<file path="src/rtl/uart_rx_fifo.sv">
// ---------------------------------------------------------------------------
// uart_rx_fifo
//   Byte FIFO between a UART receiver and a consumer. A byte is captured on
//   the rising edge of rx_done and presented at the head with first-word
//   fall-through timing. Bytes that arrive while the FIFO is full (with no
//   read in the same cycle) are dropped and latch a sticky overrun flag.
//
//   Optional feature macro: UART_RX_FIFO_ALMOST_FULL_EN
//     When defined, adds o_almost_full = (count >= AF_THRESH), registered
//     together with the count.
//
// Parameters
//   DEPTH      entries (power of two, >= 2)
//   AW         log2(DEPTH)
//   AF_THRESH  almost-full threshold, 1..DEPTH
//
// Ports
//   clk            system clock, rising edge
//   rst_n          synchronous active-low reset
//   i_rx_data[7:0] received byte, valid while i_rx_done is high
//   i_rx_done      receiver done flag, rising edge writes one byte
//   i_flush        synchronous clear of the FIFO contents
//   i_rd_ready     consumer accepts the head byte
//   i_ovr_clr      clears the overrun flag
//   o_rd_data[7:0] head byte (don't-care when o_rd_valid is 0)
//   o_rd_valid     FIFO not empty
//   o_count[AW:0]  occupancy 0..DEPTH
//   o_full         occupancy equals DEPTH
//   o_overrun      sticky: a byte was dropped
//   o_almost_full  occupancy >= AF_THRESH (macro builds only)
// ---------------------------------------------------------------------------
module uart_rx_fifo #(
  parameter int DEPTH     = 16,
  parameter int AW        = 4,
  parameter int AF_THRESH = 12
) (
  input  logic          clk,
  input  logic          rst_n,
  input  logic [7:0]    i_rx_data,
  input  logic          i_rx_done,
  input  logic          i_flush,
  input  logic          i_rd_ready,
  input  logic          i_ovr_clr,
  output logic [7:0]    o_rd_data,
  output logic          o_rd_valid,
  output logic [AW:0]   o_count,
  output logic          o_full,
  output logic          o_overrun
`ifdef UART_RX_FIFO_ALMOST_FULL_EN
  ,
  output logic          o_almost_full
`endif
);

  // Elaboration-time parameter sanity check.
  if (DEPTH < 2 || (1 << AW) != DEPTH || AF_THRESH < 1 || AF_THRESH > DEPTH) begin : g_param_err
    $error("uart_rx_fifo: illegal DEPTH/AW/AF_THRESH combination");
  end

  // -------------------------------------------------------------------------
  // State
  // -------------------------------------------------------------------------
  logic [7:0]  r_mem [DEPTH];
  logic [AW:0] r_wptr;
  logic [AW:0] r_rptr;
  logic [AW:0] r_count;
  logic        r_rx_done_d;
  logic        r_armed;
  logic        r_overrun;

  logic        w_empty;
  logic        w_full;
  logic        w_wr_evt;
  logic        w_rd_evt;
  logic        w_wr_acc;
  logic        w_rd_acc;
  logic        w_drop;
  logic [AW:0] w_count_nxt;
  logic [AW:0] w_wptr_nxt;
  logic [AW:0] w_rptr_nxt;

  // Pointers carry one extra wrap bit so full and empty are distinguishable.
  assign w_empty = (r_wptr == r_rptr);
  assign w_full  = (r_wptr[AW] != r_rptr[AW]) &&
                   (r_wptr[AW-1:0] == r_rptr[AW-1:0]);

  // r_armed stays low after reset until rx_done has been seen low, so a
  // rx_done that is already high when reset releases cannot fake an edge.
  assign w_wr_evt = i_rx_done & ~r_rx_done_d & r_armed;
  assign w_rd_evt = ~w_empty & i_rd_ready;

  // A full FIFO still accepts a write when the head is consumed this cycle.
  // Flush discards both events and never counts as a drop.
  assign w_wr_acc = w_wr_evt & ~i_flush & (~w_full | w_rd_evt);
  assign w_rd_acc = w_rd_evt & ~i_flush;
  assign w_drop   = w_wr_evt & ~i_flush & w_full & ~w_rd_evt;

  always_comb begin
    w_count_nxt = r_count;
    w_wptr_nxt  = r_wptr;
    w_rptr_nxt  = r_rptr;
    if (i_flush) begin
      w_count_nxt = '0;
      w_wptr_nxt  = '0;
      w_rptr_nxt  = '0;
    end else begin
      if (w_wr_acc) w_wptr_nxt = r_wptr + (AW+1)'(1);
      if (w_rd_acc) w_rptr_nxt = r_rptr + (AW+1)'(1);
      unique case ({w_wr_acc, w_rd_acc})
        2'b10:   w_count_nxt = r_count + (AW+1)'(1);
        2'b01:   w_count_nxt = r_count - (AW+1)'(1);
        default: w_count_nxt = r_count;
      endcase
    end
  end

  always_ff @(posedge clk) begin
    if (!rst_n) begin
      r_wptr      <= '0;
      r_rptr      <= '0;
      r_count     <= '0;
      r_rx_done_d <= 1'b0;
      r_armed     <= 1'b0;
      r_overrun   <= 1'b0;
    end else begin
      r_wptr      <= w_wptr_nxt;
      r_rptr      <= w_rptr_nxt;
      r_count     <= w_count_nxt;
      r_rx_done_d <= i_rx_done;
      r_armed     <= r_armed | ~i_rx_done;
      // A drop in the same cycle as a clear keeps the flag set.
      if (w_drop)         r_overrun <= 1'b1;
      else if (i_ovr_clr) r_overrun <= 1'b0;
    end
  end

  // Storage is deliberately not reset.
  always_ff @(posedge clk) begin
    if (w_wr_acc) r_mem[r_wptr[AW-1:0]] <= i_rx_data;
  end

  assign o_rd_data  = r_mem[r_rptr[AW-1:0]];
  assign o_rd_valid = ~w_empty;
  assign o_count    = r_count;
  assign o_full     = w_full;
  assign o_overrun  = r_overrun;

`ifdef UART_RX_FIFO_ALMOST_FULL_EN
  logic r_almost_full;

  always_ff @(posedge clk) begin
    if (!rst_n) r_almost_full <= 1'b0;
    else        r_almost_full <= (w_count_nxt >= (AW+1)'(AF_THRESH));
  end

  assign o_almost_full = r_almost_full;
`endif

endmodule

</file>
<file path="config.mk">
export PLATFORM = sky130hd
export DESIGN_NAME = uart_rx_fifo
export DESIGN_NICKNAME = d
export VERILOG_FILES = /design/src/rtl/uart_rx_fifo.sv
export SDC_FILE = /design/constraint.sdc
export NUM_CORES = 1
export LEC_CHECK = 0
export BUFFER_PORTS_ARGS = -buffer_cell sky130_fd_sc_hd__buf_2
export CAP_MARGIN = 40
export CORE_MARGIN = 1.5
export CORE_UTILIZATION = 42
export DETAILED_ROUTE_END_ITERATION = 8
export SLEW_MARGIN = 25
export SYNTH_ARGS = -nofsm -noshare
export SYNTH_HDL_FRONTEND = slang
export SYNTH_SLANG_ARGS = --single-unit
</file>
<file path="constraint.sdc">
create_clock -name clk -period 2.8 [get_ports clk]
set_clock_uncertainty 0.1 [all_clocks]
set_input_delay 0.56 -clock clk [delete_from_list [all_inputs] [get_ports clk]]
set_output_delay 0.56 -clock clk [all_outputs]
set_load 0.01 [all_outputs]
</file>
Word-level counts from Yosys, hierarchy flattened
Memory sizes are Yosys's and may differ from the RTL's. A register that Yosys moved wholly into a read port is not among the register bits. Cells that the tools add are included.

Order comparisons: 0. Multiply operators: 0. Muxes and demuxes: 7. Add/subtract/negate cells: 4. Shifts and indexed selects: 0. Eq/ne operators: 5. Bitwise logic cells: 17. Reduce and logical (&&, ||, !) cells: 4. Divide/modulo/power cells: 0.

Operator list (count): 5-bit by 1-bit adder with 5-bit output, second input constant (3); 5-bit one-hot mux with 2 select lines (1); 1-bit bitwise AND (8); 4-bit two-way mux (2); 1-bit inverter (7); 5-bit == test (1); 5-bit by 1-bit subtractor with 5-bit output, second input constant (1); 4-bit == test (1); 1-bit two-way mux (4); 2-bit nonzero test (2); 2-bit by 1-bit == test with 1-bit output, second input constant (1); 2-bit == test, second input constant (1); 1-bit bitwise OR (2); 2-bit OR reduction (1); 1-bit logical AND (1); 1-bit inequality test (1).

Memories kept: 1. Bits in writable memories: 128. Word-level logic and storage cells: 44. Input bits: 14. Output and inout port bits: 16. ROM bits: 0. Register bits: 18. Bits in latches: 0.

Memory list: r_mem (words 16, width 8, read ports 1, clocked after memory_dff 1, wr ports 1, RTL line 63) `logic [7:0] r_mem [DEPTH];`.

Logic depth before layout (Yosys ltp)
Depth after elaboration: 7. Gate-level depth with buffers: 12. Gate-level depth less buffers: 11.

Least setup slack after synthesis
No wires, ideal clock.

Path type: input to register. Start: in i_flush. End: reg r_count[2] (netlist: o_count[2]). Required time: 2630 ps. Cell stages on the path: 11. Setup slack: -7 ps. Arrival time: 2637 ps. Path buffers: 1. Setup time: 70 ps. Path through: and4bb_2 -> a21boi_2 -> buf_2 -> inv_1 -> ha_1 -> xor2_1 -> ha_1 -> a21oi_1 -> xnor2_1 -> or3_1 -> a21oi_1.

Word-level cells in the longest chain between the ends: 5. Elaborated cells on any way between the ends: 9. Classes of those cells: eq/ne: 2; mux: 1; bitwise: 4; reduce/logical: 2.

Ends and longest elaborated chain: start, declared (RTL line 41) `input logic i_flush,`; 1-bit inverter (RTL line 94, 95); 1-bit bitwise AND (2 in a row) (RTL line 94) `assign w_wr_acc = w_wr_evt & ~i_flush & (~w_full | w_rd_evt);`; 2-bit by 1-bit == test with 1-bit output / 2-bit == test (equally long branches) (RTL line 109) `unique case ({w_wr_acc, w_rd_acc})`; 5-bit one-hot mux with 2 select lines / 2-bit nonzero test (equally long branches); end signal, assigned (RTL line 128) `r_count <= w_count_nxt;`; end, declared (RTL line 66) `logic [AW:0] r_count;`.

Several ways; a longest one is shown, not always the timed one. A chain may end at the register's enable or synchronous reset.

==> summary.txt <==
Cells and area
  – Diodes inserted: 0
  – Final Util: approximately half
  – Final instance area: 0.00754 mm2
  – P&R area growth vs syn: 20.6%
  – Nets: 424
  – Layout cells sized above 1: 34.7%

Pwr
  – P_int: 4.04 mW
  – Maximum VDD drop: 0.392 mV
  – Static Leakage: 2.61 nW
  – Switching pwr: approximately 930 uW
  – Clock power share: 49.4%
  – Pwr Total: approximately 5 mW
  – Pwr Density: 660 mW/mm2
  – Comb power frac: 1.8%
  – Reg power frac: between 40 and 50%
  – Sw Share: a little under a fifth

Die
  – Initial core utilization: 43.0%
  – Die height: 125 um
  – Placement Rows: 44
  – Die area: ~0.016 mm2
  – Chip width: 125 um
  – CORE AREA: roughly 0.015 mm2
  – I/O pins: 30

Drt
  – DRT iter0 DRCs: 401
  – WL per Instance: about 22 um
  – Via count: 3368
  – TritonRoute pass-1 iters: 4
  – Routed vias/inst: 5.62
  – DRC viols: 0
  – Post-DRT Antenna Nets: 0
  – Routed wire length: 13400 um

Timing
  – Rel. slew slack: 58.4%
  – Fmax: 0.345 GHz
  – Actual slew at the worst max-slew pin: 623 ps
  – Fin Hold WS: 277 ps
  – Final worst path period share: 104%
  – Endpoints failing hold: 0
  – Fin crit period: 2900 ps
  – Setup ws final: -98.6 ps
  – RSZ-0062 raised after global routing: yes
  – Max Slew Vio Count: 0
  – Setup TNS: -413 ps
  – Finish-stage setup viols: 7

Clocking
  – Cts hold-fix bufs: 0
  – Clock Latency Late Sink: 410 ps
  – Worst-case clock buffer depth: 2
  – CTS Buf Count: 17
  – CTS root buf: clkbuf_16
  – Clock Sinks: 150
  – Htree depth: 4
  – CTS tree: yes
  – Clock transition at path regs: 60 ps

GRT
  – First-pass GRT wire length: 20800 um
  – Total GRT Usage: 18.2%
  – Largest net degree at the start of global routing: 33
  – Remaining Overflow, GRT: 0
  – Vias in the first global route: 3400
  – Initial antenna violation count: 0

Synth
  – Synthesized flop and latch total: 150
  – Synth cell count leaders: 128 x edfxtp_1, 24 x mux4_1, 22 x dfxtp_1, 16 x mux4_2, 16 x nand2_1
  – Top cell type's share of synthesized area: 61.5%
  – Synth Instances: 332
  – Post-synth ARST share: 0%
  – Ys flop type: edfxtp_1
  – Synth top area cells: edfxtp_1 62%, mux4_1 10%, dfxtp_1 7.0%, mux4_2 5.8%, ha_1 1.6%
  – Post-Synthesis Cell Area: 0.00625 mm2
  – Top-count cell post-synth: edfxtp_1
  – Number of enable flip-flop cells after synthesis: 128
  – Post-synth cell types: 44
  – Mapped Avg Cell Area: 18.8 um2
  – Yosys top cell by area: edfxtp_1
  – Register area share after synthesis: 68.6%
  – Syn_nets: 354
  – Yosys Warn Count: 0

Critical path
  – Startpoint types: flop
  – R2R depth: 12
  – Crit-path max FO: 5
  – Crit. End Element: primary output
  – Worst EP required: 2140 ps
  – R2r setup slk: 140 ps
  – Reg2Reg Capture Point: o_count[2]
  – Critical setup path kind: reg -> out
  – WP data arrival: 2240 ps
  – Critical R2R Launch: r_wptr[3]

Min path
  – Min-delay src: i_rx_done
  – Worst min-delay path class: in -> reg
  – WHS Endpoint: r_armed
  – Hold Path Cell Cnt: 2

Outcome
  – Status: finished with violations
  – Failing checks: setup timing

Run
  – Max-cap violation count: 0

Placed design
  – DP Area: 0.00681 mm2
  – Port Buffers: 29
  – GP Congestion: 0.740
  – Detailed placement HPWL: 7940 um
power groups by stage:
stage          registers, mW  clock network, mW  logic, mW
2_1_floorplan           2.48                  0     0.0337
3_3_place_gp            2.47                  0     0.0774
3_5_place_dp            2.48                  0     0.0825
4_1_cts                 2.43               2.50     0.0895
5_1_grt                 2.43               2.61     0.0971
6_report                2.43               2.46     0.0875
area by class of cell:
cell class	instances	area [um2]
clock buffer	20	437
clock inverter	12	200
fill	1223	7000
inverter	7	26.3
multi-input combinational	158	1750
sequential	150	4290
tap	184	230
timing repair buffer	68	603
routing by layer:
metal	track usage (%)	vias up	wire length, um
li1	-	1480	-
met1	24.7	1775	5840
met2	29.7	103	6900
met3	4.32	10	539
met4	4.95	0	130
met5	0	-	0
worst max-delay path: stages, from the launching register on:
cell     delay [ps]
dfxtp_4         390
buf_6           150
buf_12          130
mux4_2          500
mux4_2          510
buf_6           140
stage by stage:
stage / std cells / setup WS, ps
2_1_floorplan: 332 / 22.0
3_3_place_gp: 561 / 148
3_5_place_dp: 561 / 67.4
5_1_grt: 599 / -155
4_1_cts: 601 / -110
6_report: 599 / -98.6
cells by family after synthesis:
logic type | synth area share, %
compound gates | 3.12
mux | 17.3
simple gates | 5.95
buf+inv | 2.22
fa+ha+maj | 1.60
xor+xnor | 1.24
flops | 68.6
sequential cells by signal, summed over array words and instances, names as in the netlist, named ones only:
name and flops:
o_count 5, r_wptr 5, r_armed 1, o_overrun 1
r_mem 128, r_rptr 5, r_rx_done_d 1
repair_timing:
| action | CTS | global route |
|---|---|---|
| buffers inserted | 4 | 0 |
| gates resized for setup | 37 | 6 |
| setup endpoints to repair | 8 | 10 |
| cloned | 4 | 0 |
| hold endpoints to repair | 0 | 0 |
placed cells by master, fill, tap and decap left out, types with 3 or more instances in the layout:
cell       count
xor2_1         5
clkbuf_1       3
edfxtp_1     128
nand4_1        5
buf_2         22
buf_16         3
ha_1           7
a2111o_1       3
buf_4         29
nor2b_1        5
nand2b_1       5
inv_1          7
mux2i_1        9
nor2_1         7
nand3_1        4
bufinv_16      5
buf_12         4
mux4_2        40
nand2_1       16
clkbuf_16     17
and3_1        15
o21ai_1        3
buf_6         10
dfxtp_1       20
a21oi_1        8
worst max-delay path by stage:
stage / start / end / cells past startpoint
2_1_floorplan: i_flush / o_count[2] / 11
3_3_place_gp: i_flush / o_count[2] / 11
3_5_place_dp: i_flush / o_count[2] / 11
4_1_cts: flop / o_rd_data[0] / 5
5_1_grt: flop / o_rd_data[3] / 5
6_report: flop / o_rd_data[0] / 5
Power figures use the tool's default switching activity.
